**src/rtl/uart_rx_if.sv**
```systemverilog
// Receiver-side bundle: oversample tick and serial line in, recovered byte and status pulses out.
// master is the receiver; slave is whatever feeds the line and consumes the bytes.
interface uart_rx_if #(
  parameter int DATA_BITS = 8
);
  logic                 rx_clk_en;
  logic                 rxd;
  logic [DATA_BITS-1:0] rx_data;
  logic                 rx_valid;
  logic                 frame_err;
  logic                 rx_busy;

  modport master (
    input  rx_clk_en,
    input  rxd,
    output rx_data,
    output rx_valid,
    output frame_err,
    output rx_busy
  );

  modport slave (
    output rx_clk_en,
    output rxd,
    input  rx_data,
    input  rx_valid,
    input  frame_err,
    input  rx_busy
  );
endinterface

```
**src/rtl/uart_receiver.sv**
```systemverilog
// UART receive stage: 16x-oversampled start/data/stop recovery with a two-flop line synchronizer.
//
// state | meaning
// IDLE  | line idle, waiting for rx_s low on a tick
// START | counting to mid start bit to confirm it is not a glitch
// DATA  | sampling DATA_BITS data bits, LSB first, one per OVERSAMPLE ticks
// STOP  | sampling the stop bit; high delivers the byte, low flags a framing error
module uart_receiver #(
  parameter int DATA_BITS  = 8,
  parameter int OVERSAMPLE = 16
) (
  input  logic      sys_clk,
  input  logic      rst,
  uart_rx_if.master bus
);

  localparam logic [1:0] IDLE  = 2'd0;
  localparam logic [1:0] START = 2'd1;
  localparam logic [1:0] DATA  = 2'd2;
  localparam logic [1:0] STOP  = 2'd3;

  localparam int             BW        = $clog2(DATA_BITS);
  localparam logic [3:0]     TICK_MID  = 4'(OVERSAMPLE / 2 - 1);
  localparam logic [3:0]     TICK_LAST = 4'(OVERSAMPLE - 1);
  localparam logic [BW-1:0]  BIT_LAST  = BW'(DATA_BITS - 1);

  logic                 rx_meta;
  logic                 rx_s;
  logic [1:0]           state;
  logic [3:0]           tick_cnt;
  logic [BW-1:0]        bit_cnt;
  logic [DATA_BITS-1:0] shift;
  logic [DATA_BITS-1:0] rx_data_q;
  logic                 rx_valid_q;
  logic                 frame_err_q;

  always_ff @(posedge sys_clk) begin
    if (rst) begin
      rx_meta     <= 1'b1;
      rx_s        <= 1'b1;
      state       <= IDLE;
      tick_cnt    <= '0;
      bit_cnt     <= '0;
      shift       <= '0;
      rx_data_q   <= '0;
      rx_valid_q  <= 1'b0;
      frame_err_q <= 1'b0;
    end else begin
      rx_meta     <= bus.rxd;
      rx_s        <= rx_meta;
      // status pulses last exactly one sys_clk, independent of the tick rate
      rx_valid_q  <= 1'b0;
      frame_err_q <= 1'b0;

      if (bus.rx_clk_en) begin
        case (state)
          IDLE: begin
            if (!rx_s) begin
              state    <= START;
              tick_cnt <= '0;
            end
          end

          START: begin
            if (tick_cnt == TICK_MID) begin
              tick_cnt <= '0;
              bit_cnt  <= '0;
              state    <= rx_s ? IDLE : DATA;
            end else begin
              tick_cnt <= tick_cnt + 4'd1;
            end
          end

          DATA: begin
            if (tick_cnt == TICK_LAST) begin
              shift    <= {rx_s, shift[DATA_BITS-1:1]};
              tick_cnt <= '0;
              bit_cnt  <= bit_cnt + 1'b1;
              if (bit_cnt == BIT_LAST) begin
                state <= STOP;
              end
            end else begin
              tick_cnt <= tick_cnt + 4'd1;
            end
          end

          STOP: begin
            if (tick_cnt == TICK_LAST) begin
              tick_cnt <= '0;
              state    <= IDLE;
              if (rx_s) begin
                rx_data_q  <= shift;
                rx_valid_q <= 1'b1;
              end else begin
                frame_err_q <= 1'b1;
              end
            end else begin
              tick_cnt <= tick_cnt + 4'd1;
            end
          end

          default: state <= IDLE;
        endcase
      end
    end
  end

  assign bus.rx_data   = rx_data_q;
  assign bus.rx_valid  = rx_valid_q;
  assign bus.frame_err = frame_err_q;
  assign bus.rx_busy   = (state != IDLE);

  pulse_exclusive: assert property (@(posedge sys_clk) !(rx_valid_q && frame_err_q));

endmodule
```
**src/flat_wrapper.sv**
```systemverilog
// flat-port wrapper written by rule: the top's interface ports become plain ports
module uart_receiver_flat 
#(
  parameter int DATA_BITS  = 8,
  parameter int OVERSAMPLE = 16
)
  (sys_clk, rst, bus_rx_clk_en, bus_rxd, bus_rx_data, bus_rx_valid, bus_frame_err, bus_rx_busy);
  uart_rx_if #(.DATA_BITS(DATA_BITS)) bus_i ();
  input  logic sys_clk;
  input  logic rst;
  input wire logic [$bits(bus_i.rx_clk_en)-1:0] bus_rx_clk_en;
  input wire logic [$bits(bus_i.rxd)-1:0] bus_rxd;
  output wire logic [$bits(bus_i.rx_data)-1:0] bus_rx_data;
  output wire logic [$bits(bus_i.rx_valid)-1:0] bus_rx_valid;
  output wire logic [$bits(bus_i.frame_err)-1:0] bus_frame_err;
  output wire logic [$bits(bus_i.rx_busy)-1:0] bus_rx_busy;
  assign bus_i.rx_clk_en = bus_rx_clk_en;
  assign bus_i.rxd = bus_rxd;
  assign bus_rx_data = bus_i.rx_data;
  assign bus_rx_valid = bus_i.rx_valid;
  assign bus_frame_err = bus_i.frame_err;
  assign bus_rx_busy = bus_i.rx_busy;
  uart_receiver #(.DATA_BITS(DATA_BITS), .OVERSAMPLE(OVERSAMPLE)) u_core (.sys_clk(sys_clk), .rst(rst), .bus(bus_i));
endmodule
```
**config.mk**
```make
export PLATFORM = sky130hd
export DESIGN_NAME = uart_receiver_flat
export DESIGN_NICKNAME = d
export VERILOG_FILES = /design/src/rtl/uart_rx_if.sv /design/src/rtl/uart_receiver.sv /design/src/flat_wrapper.sv
export SDC_FILE = /design/constraint.sdc
export NUM_CORES = 1
export LEC_CHECK = 0
export ABC_AREA = 1
export CORE_UTILIZATION = 54
export CTS_CLUSTER_DIAMETER = 80
export CTS_CLUSTER_SIZE = 20
export DETAILED_ROUTE_END_ITERATION = 7
export DONT_BUFFER_PORTS = 1
export PLACE_DENSITY = 0.72
export SLEW_MARGIN = 15
export SYNTH_ARGS = -nofsm -noshare
export SYNTH_HDL_FRONTEND = slang
export SYNTH_SLANG_ARGS = --single-unit
export TNS_END_PERCENT = 30
```
**constraint.sdc**
```tcl
create_clock -name sys_clk -period 1.5 [get_ports sys_clk]
set_input_delay 0.225 -clock sys_clk [delete_from_list [all_inputs] [get_ports sys_clk]]
set_output_delay 0.225 -clock sys_clk [all_outputs]
set_load 0.05 [all_outputs]
```
### After elaboration in Yosys (flattened, before gate mapping)

Cells that the tools add are included.
Widths: inputs -> output; s select.

| word-level totals | value |
|---|---|
| word-level logic and storage cells | 51 |
| output and inout bits | 11 |
| register bits | 29 |
| input port bits | 4 |

| operators by class | value |
|---|---|
| reductions and logical operators | 10 |
| bitwise operators | 3 |
| eq/ne operators | 11 |
| mux-type cells | 16 |
| $add $sub $neg | 2 |

Operators by type and width:

| cell | count |
|---|---|
| $mux 2 | 6 |
| $mux 4 | 3 |
| $pmux 4 s3 | 1 |
| $ne 2x1->1 const B | 4 |
| $pmux 2 s4 | 1 |
| $reduce_and 4->1 | 2 |
| $mux 3 | 2 |
| $pmux 3 s2 | 1 |
| $reduce_and 6->1 | 1 |
| $add 4x1->4 const B | 1 |
| $eq 2x2->1 const B | 2 |
| $eq 4x3->1 const B | 1 |
| $eq 4x4->1 const B | 1 |
| $reduce_bool 2->1 | 2 |
| $reduce_or 4->1 | 1 |
| $add 3x1->3 const B | 1 |
| $eq 3x3->1 const B | 1 |
| $not 1->1 | 3 |
| $reduce_and 3->1 | 1 |
| $eq 2x1->1 const B | 1 |
| $logic_not 2->1 | 1 |
| $mux 1 | 2 |
| $ne 2x2->1 const B | 1 |
| $reduce_and 2->1 | 1 |
| $reduce_or 2->1 | 1 |

### Logic depth before layout (Yosys ltp)

| logic depth | value |
|---|---|
| depth in word-level cells | 4 |
| depth in mapped cells | 9 |

### Worst setup path before layout

No wires, ideal clock.

| timing | value |
|---|---|
| kind | register to register |
| start | register u_core.state[0] |
| end | register u_core.shift[6] |
| cell stages (with the launch flop) | 7 |
| setup time | 0.119 ns |
| path slack | 0.100 ns |
| period minus slack after synthesis | 1.400 ns |
| buffers on the path | 0 |
| data arrival time | 1.281 ns |
| data required time | 1.381 ns |
| cell sequence | dfxtp_1 -> inv_1 -> ha_1 -> nand3_1 -> clkinv_2 -> o21ai_0 -> a21oi_1 |

| on the way | value |
|---|---|
| cells in the longest elaborated chain, start to end | 2 |

RTL lines:

| element | RTL line | text |
|---|---|---|
| start: declaration | uart_receiver.sv:29 | `logic [1:0] state;` |
| start signal: assignment | uart_receiver.sv:68 | `state <= rx_s ? IDLE : DATA;` |
| $eq 2x2->1 | uart_receiver.sv:56 | `case (state)` |
| $reduce_and 3->1 (no source line) | n/a |  |
| end signal: assignment | uart_receiver.sv:76 | `shift <= {rx_s, shift[DATA_BITS-1:1]};` |
| end: declaration | uart_receiver.sv:32 | `logic [DATA_BITS-1:0] shift;` |

No other way between the ends.
A chain may end at the register's enable or synchronous reset.

### Worst setup path in the final report

| timing | value |
|---|---|
| start | register u_core.tick_cnt[1] |
| end | register u_core.state[0] |

| on the way | value |
|---|---|
| cells in the longest elaborated chain, start to end | 3 |
| elaborated cells on any way between the ends | 6 |

RTL lines:

| element | RTL line | text |
|---|---|---|
| start: declaration | uart_receiver.sv:30 | `logic [3:0] tick_cnt;` |
| start signal: assignment | uart_receiver.sv:70 | `tick_cnt <= tick_cnt + 4'd1;` |
| start signal: assignment | uart_receiver.sv:83 | `tick_cnt <= tick_cnt + 4'd1;` |
| start signal: assignment | uart_receiver.sv:98 | `tick_cnt <= tick_cnt + 4'd1;` |
| $eq 4x4->1 / $eq 4x3->1 (equally long branches) | uart_receiver.sv:75, uart_receiver.sv:88, uart_receiver.sv:65 |  |
| $ne 2x1->1 (no source line) | n/a |  |
| $reduce_and 6->1 (no source line) (*) | n/a |  |

Every way passes the cells marked *; elsewhere a longest branch is shown, timed or not.

==> impl_metrics.yaml <==
run_status:
  outcome: "complete, but fails checks"
  violations: "setup timing"
logic_synthesis:
  syn_area_sq_um: 1240
  syn_area_per_cell_sq_um: 7.64
  ys_top_cells_by_area: "dfxtp_1 (47%), nor2_1 (11%), ha_1 (8.0%)"
  synthArstFlopShare_pct: 0
  synth_ff_type: "dfxtp_1"
  seq_area_frac_synth_pct: 46.6
  ys_types: 21
  yosysTopAreaCell: "dfxtp_1"
  synth.top_cell.area_share_pct: 46.6
  synth_most_common_cell: "nor2_1"
  ys_ff_latch: 29
  netlist_instances: 163
  yosysWarnings: 0
  synth_edf_count: 0
  netlist_top_cells_count: "nor2_1 (36), dfxtp_1 (29), nand2_1 (20), o21ai_0 (18), inv_1 (16)"
  synth_nets: 175
floorplan:
  io_pins: 15
  dieArea_sq_um: 2500
  die_w_um: 50.0
  die_h_um: 50.0
  start_util_pct: 56.8
  core_sq_um: 2190
  row_count: 17
worst_setup_path:
  worstPathMaxFanout: 3
  critPathKind: "reg2reg"
  worst_setup_path_start_kind: "register"
  cp_top_family: "simple AND/OR/NAND/NOR gates"
  path_buf_inv: 1
  cp.required_ns: 1.72
  slowest_stage: "dfxtp_4"
  end_kind: "register"
  critPathMaxStageDelay_ns: 0.38
  arrival_ns: 1.74
  crit_chain: "ha_4 -> buf_4 -> nand3_1 -> nand2_1 -> nand2_1 -> nor2_2 -> nand2_1 -> nor3_1 -> nor2_1"
  cp_common_cell: "nand2_1"
placed_design:
  routabilityCongestion: 0.796
  placed_area_sq_um: 1370
  preCtsSetupSlack_ns: -0.000129
  place_hpwl_mm: 1.80
  port_buffers: 0
cts:
  cts.sinks: 29
  path_clk_slew_ns: 0.09
  cts_tree: "built"
  clk_latency_ns: 0.32
  clock-root-buffer: "clkbuf_4"
  htreeDepth: 2
  cts_max_path_buffers: 2
  numCtsBuffers: 5
cells_and_area:
  multi_input_area_sq_um: 654
  fill_cells: 170
  area_growth_pct: 25.9
  n_antenna_cell: 0
  final_nets: 195
  final_area_sq_um: 1570
  drive_above_1_share_pct: 26.1
  seqCellArea_sq_um: 588
sta:
  setup_viol: 2
  period_share_pct: 101
  tightest_slew_ns: 0.544
  clock_skew_ns: 0.00671
  post-route-min-period_ns: 1.52
  setup_slack_ns: -0.0204
  timing.fmax_mhz: 658
  drv_slew: 0
  whs_ns: 0.110
  setup-tns-final_ns: -0.0256
  rsz0062_at_grt: "yes"
  hold_violations: 0
  relSlewSlack_pct: 63.7
global_route:
  grt_max_degree: 21
  grt_pass1_vias: 1015
  antenna_found_initial: 0
  grt_pass1_wl_mm: 4.15
  grtUsageTotal_pct: 22.9
  overflow: 0
power_and_ir_drop:
  p_leak_nw: 0.683
  cellPowerDensity_nw_per_um2: 983
  vdd_drop_max_mv: 0.758
  totalPowerFinal_mw: 1.54
drt:
  ant_nets: 0
  viasPerCell: 5.30
  drc_errors: 0
  drt_pre_antenna_iters: 4
  wl_per_cell_um: 12.1
  routed_wirelength_mm: 2.57
  via_count: 1123
  drtIter0Drc: 26
run:
  cap_violations: 0
min_path:
  hold_path.class: "in2reg"
[timing repair]
item,CTS,global route
hold buffers,2,0
pin swaps,0,7
resized for setup,3,26
endpoints found under the setup margin,4,24
hold endpoints to repair,9,0
buffers inserted,0,1
[layout make-up]
cell class              instances  share of cell area (%)
clock buffers                   7                    3.51
inverters                      18                    4.63
well taps                      28                    2.23
flip-flops and latches         29                    37.5
multi-input cells             113                    41.7
repair buffers                 16                    8.46
clock inverters                 1                    1.92
[worst paths after layout]
path	startpoint	endpoint	slack (ns)	depth (start not counted)
min reg2reg	u_core.rx_meta	u_core.rx_s	0.42	1
max	u_core.tick_cnt[1]	u_core.state[0]	-0.02	9
min	bus_rx_clk_en	u_core.bus.frame_err	0.11	2
max reg2reg	u_core.tick_cnt[1]	u_core.state[0]	-0.02	9
[sequential cells by signal, indices dropped and copies added (netlist names), named ones only]
name / flops
u_core.bus.rx_valid: 1
u_core.bus.frame_err: 1
u_core.state: 1
u_core.shift: 8
u_core.rx_meta: 1
u_core.bit_cnt: 3
u_core.rx_s: 1
u_core.bus.rx_data: 8
u_core.tick_cnt: 4
[layout by cell type, fill, tap and decap left out, types with 3 or more instances in the layout]
cell,count
nand3_1,8
nand4_1,3
clkbuf_4,5
buf_4,12
ha_1,5
inv_2,4
dfxtp_1,27
nand2_1,19
inv_1,12
a21oi_1,8
nor2_1,31
nor2_2,4
o21ai_0,17
[kinds of logic (layout without fill, tap and decap cells)]
family / after synthesis / in the layout / share of synthesized area [%]
AOI/OAI and AO/OA: 29 / 29 / 12.0
xor gates and xnor gates: 1 / 1 / 0.704
adders and majority gates: 8 / 8 / 8.04
buffers and inverters: 21 / 42 / 6.43
DFF: 29 / 29 / 46.6
and+or+nand+nor: 75 / 75 / 26.2
[metal layers]
layer | wire [um] | vias up | track usage [%]
li1 | - | 567 | -
met1 | 1060 | 520 | 24.5
met2 | 1310 | 30 | 38.0
met3 | 127 | 6 | 8.64
met4 | 68 | 0 | 12.9
met5 | 0 | - | 0
[metrics by stage]
stage / instances / util (%)
final: 212 / 71.6
after global routing: 212 / 71.6
after CTS: 211 / 67.4
after detailed placement: 201 / 62.4
after global placement: 201 / 62.4
after floorplan: 163 / -
[power by group]
| part | leakage (nW) | internal (mW) | total [mW] | switching (mW) |
|---|---|---|---|---|
| Clock | 0.0455 | 0.398 | 0.658 | 0.260 |
| Combinational | 0.402 | 0.0329 | 0.106 | 0.0736 |
| Sequential | 0.236 | 0.772 | 0.777 | 0.00463 |
Power figures use the tool's default switching activity.
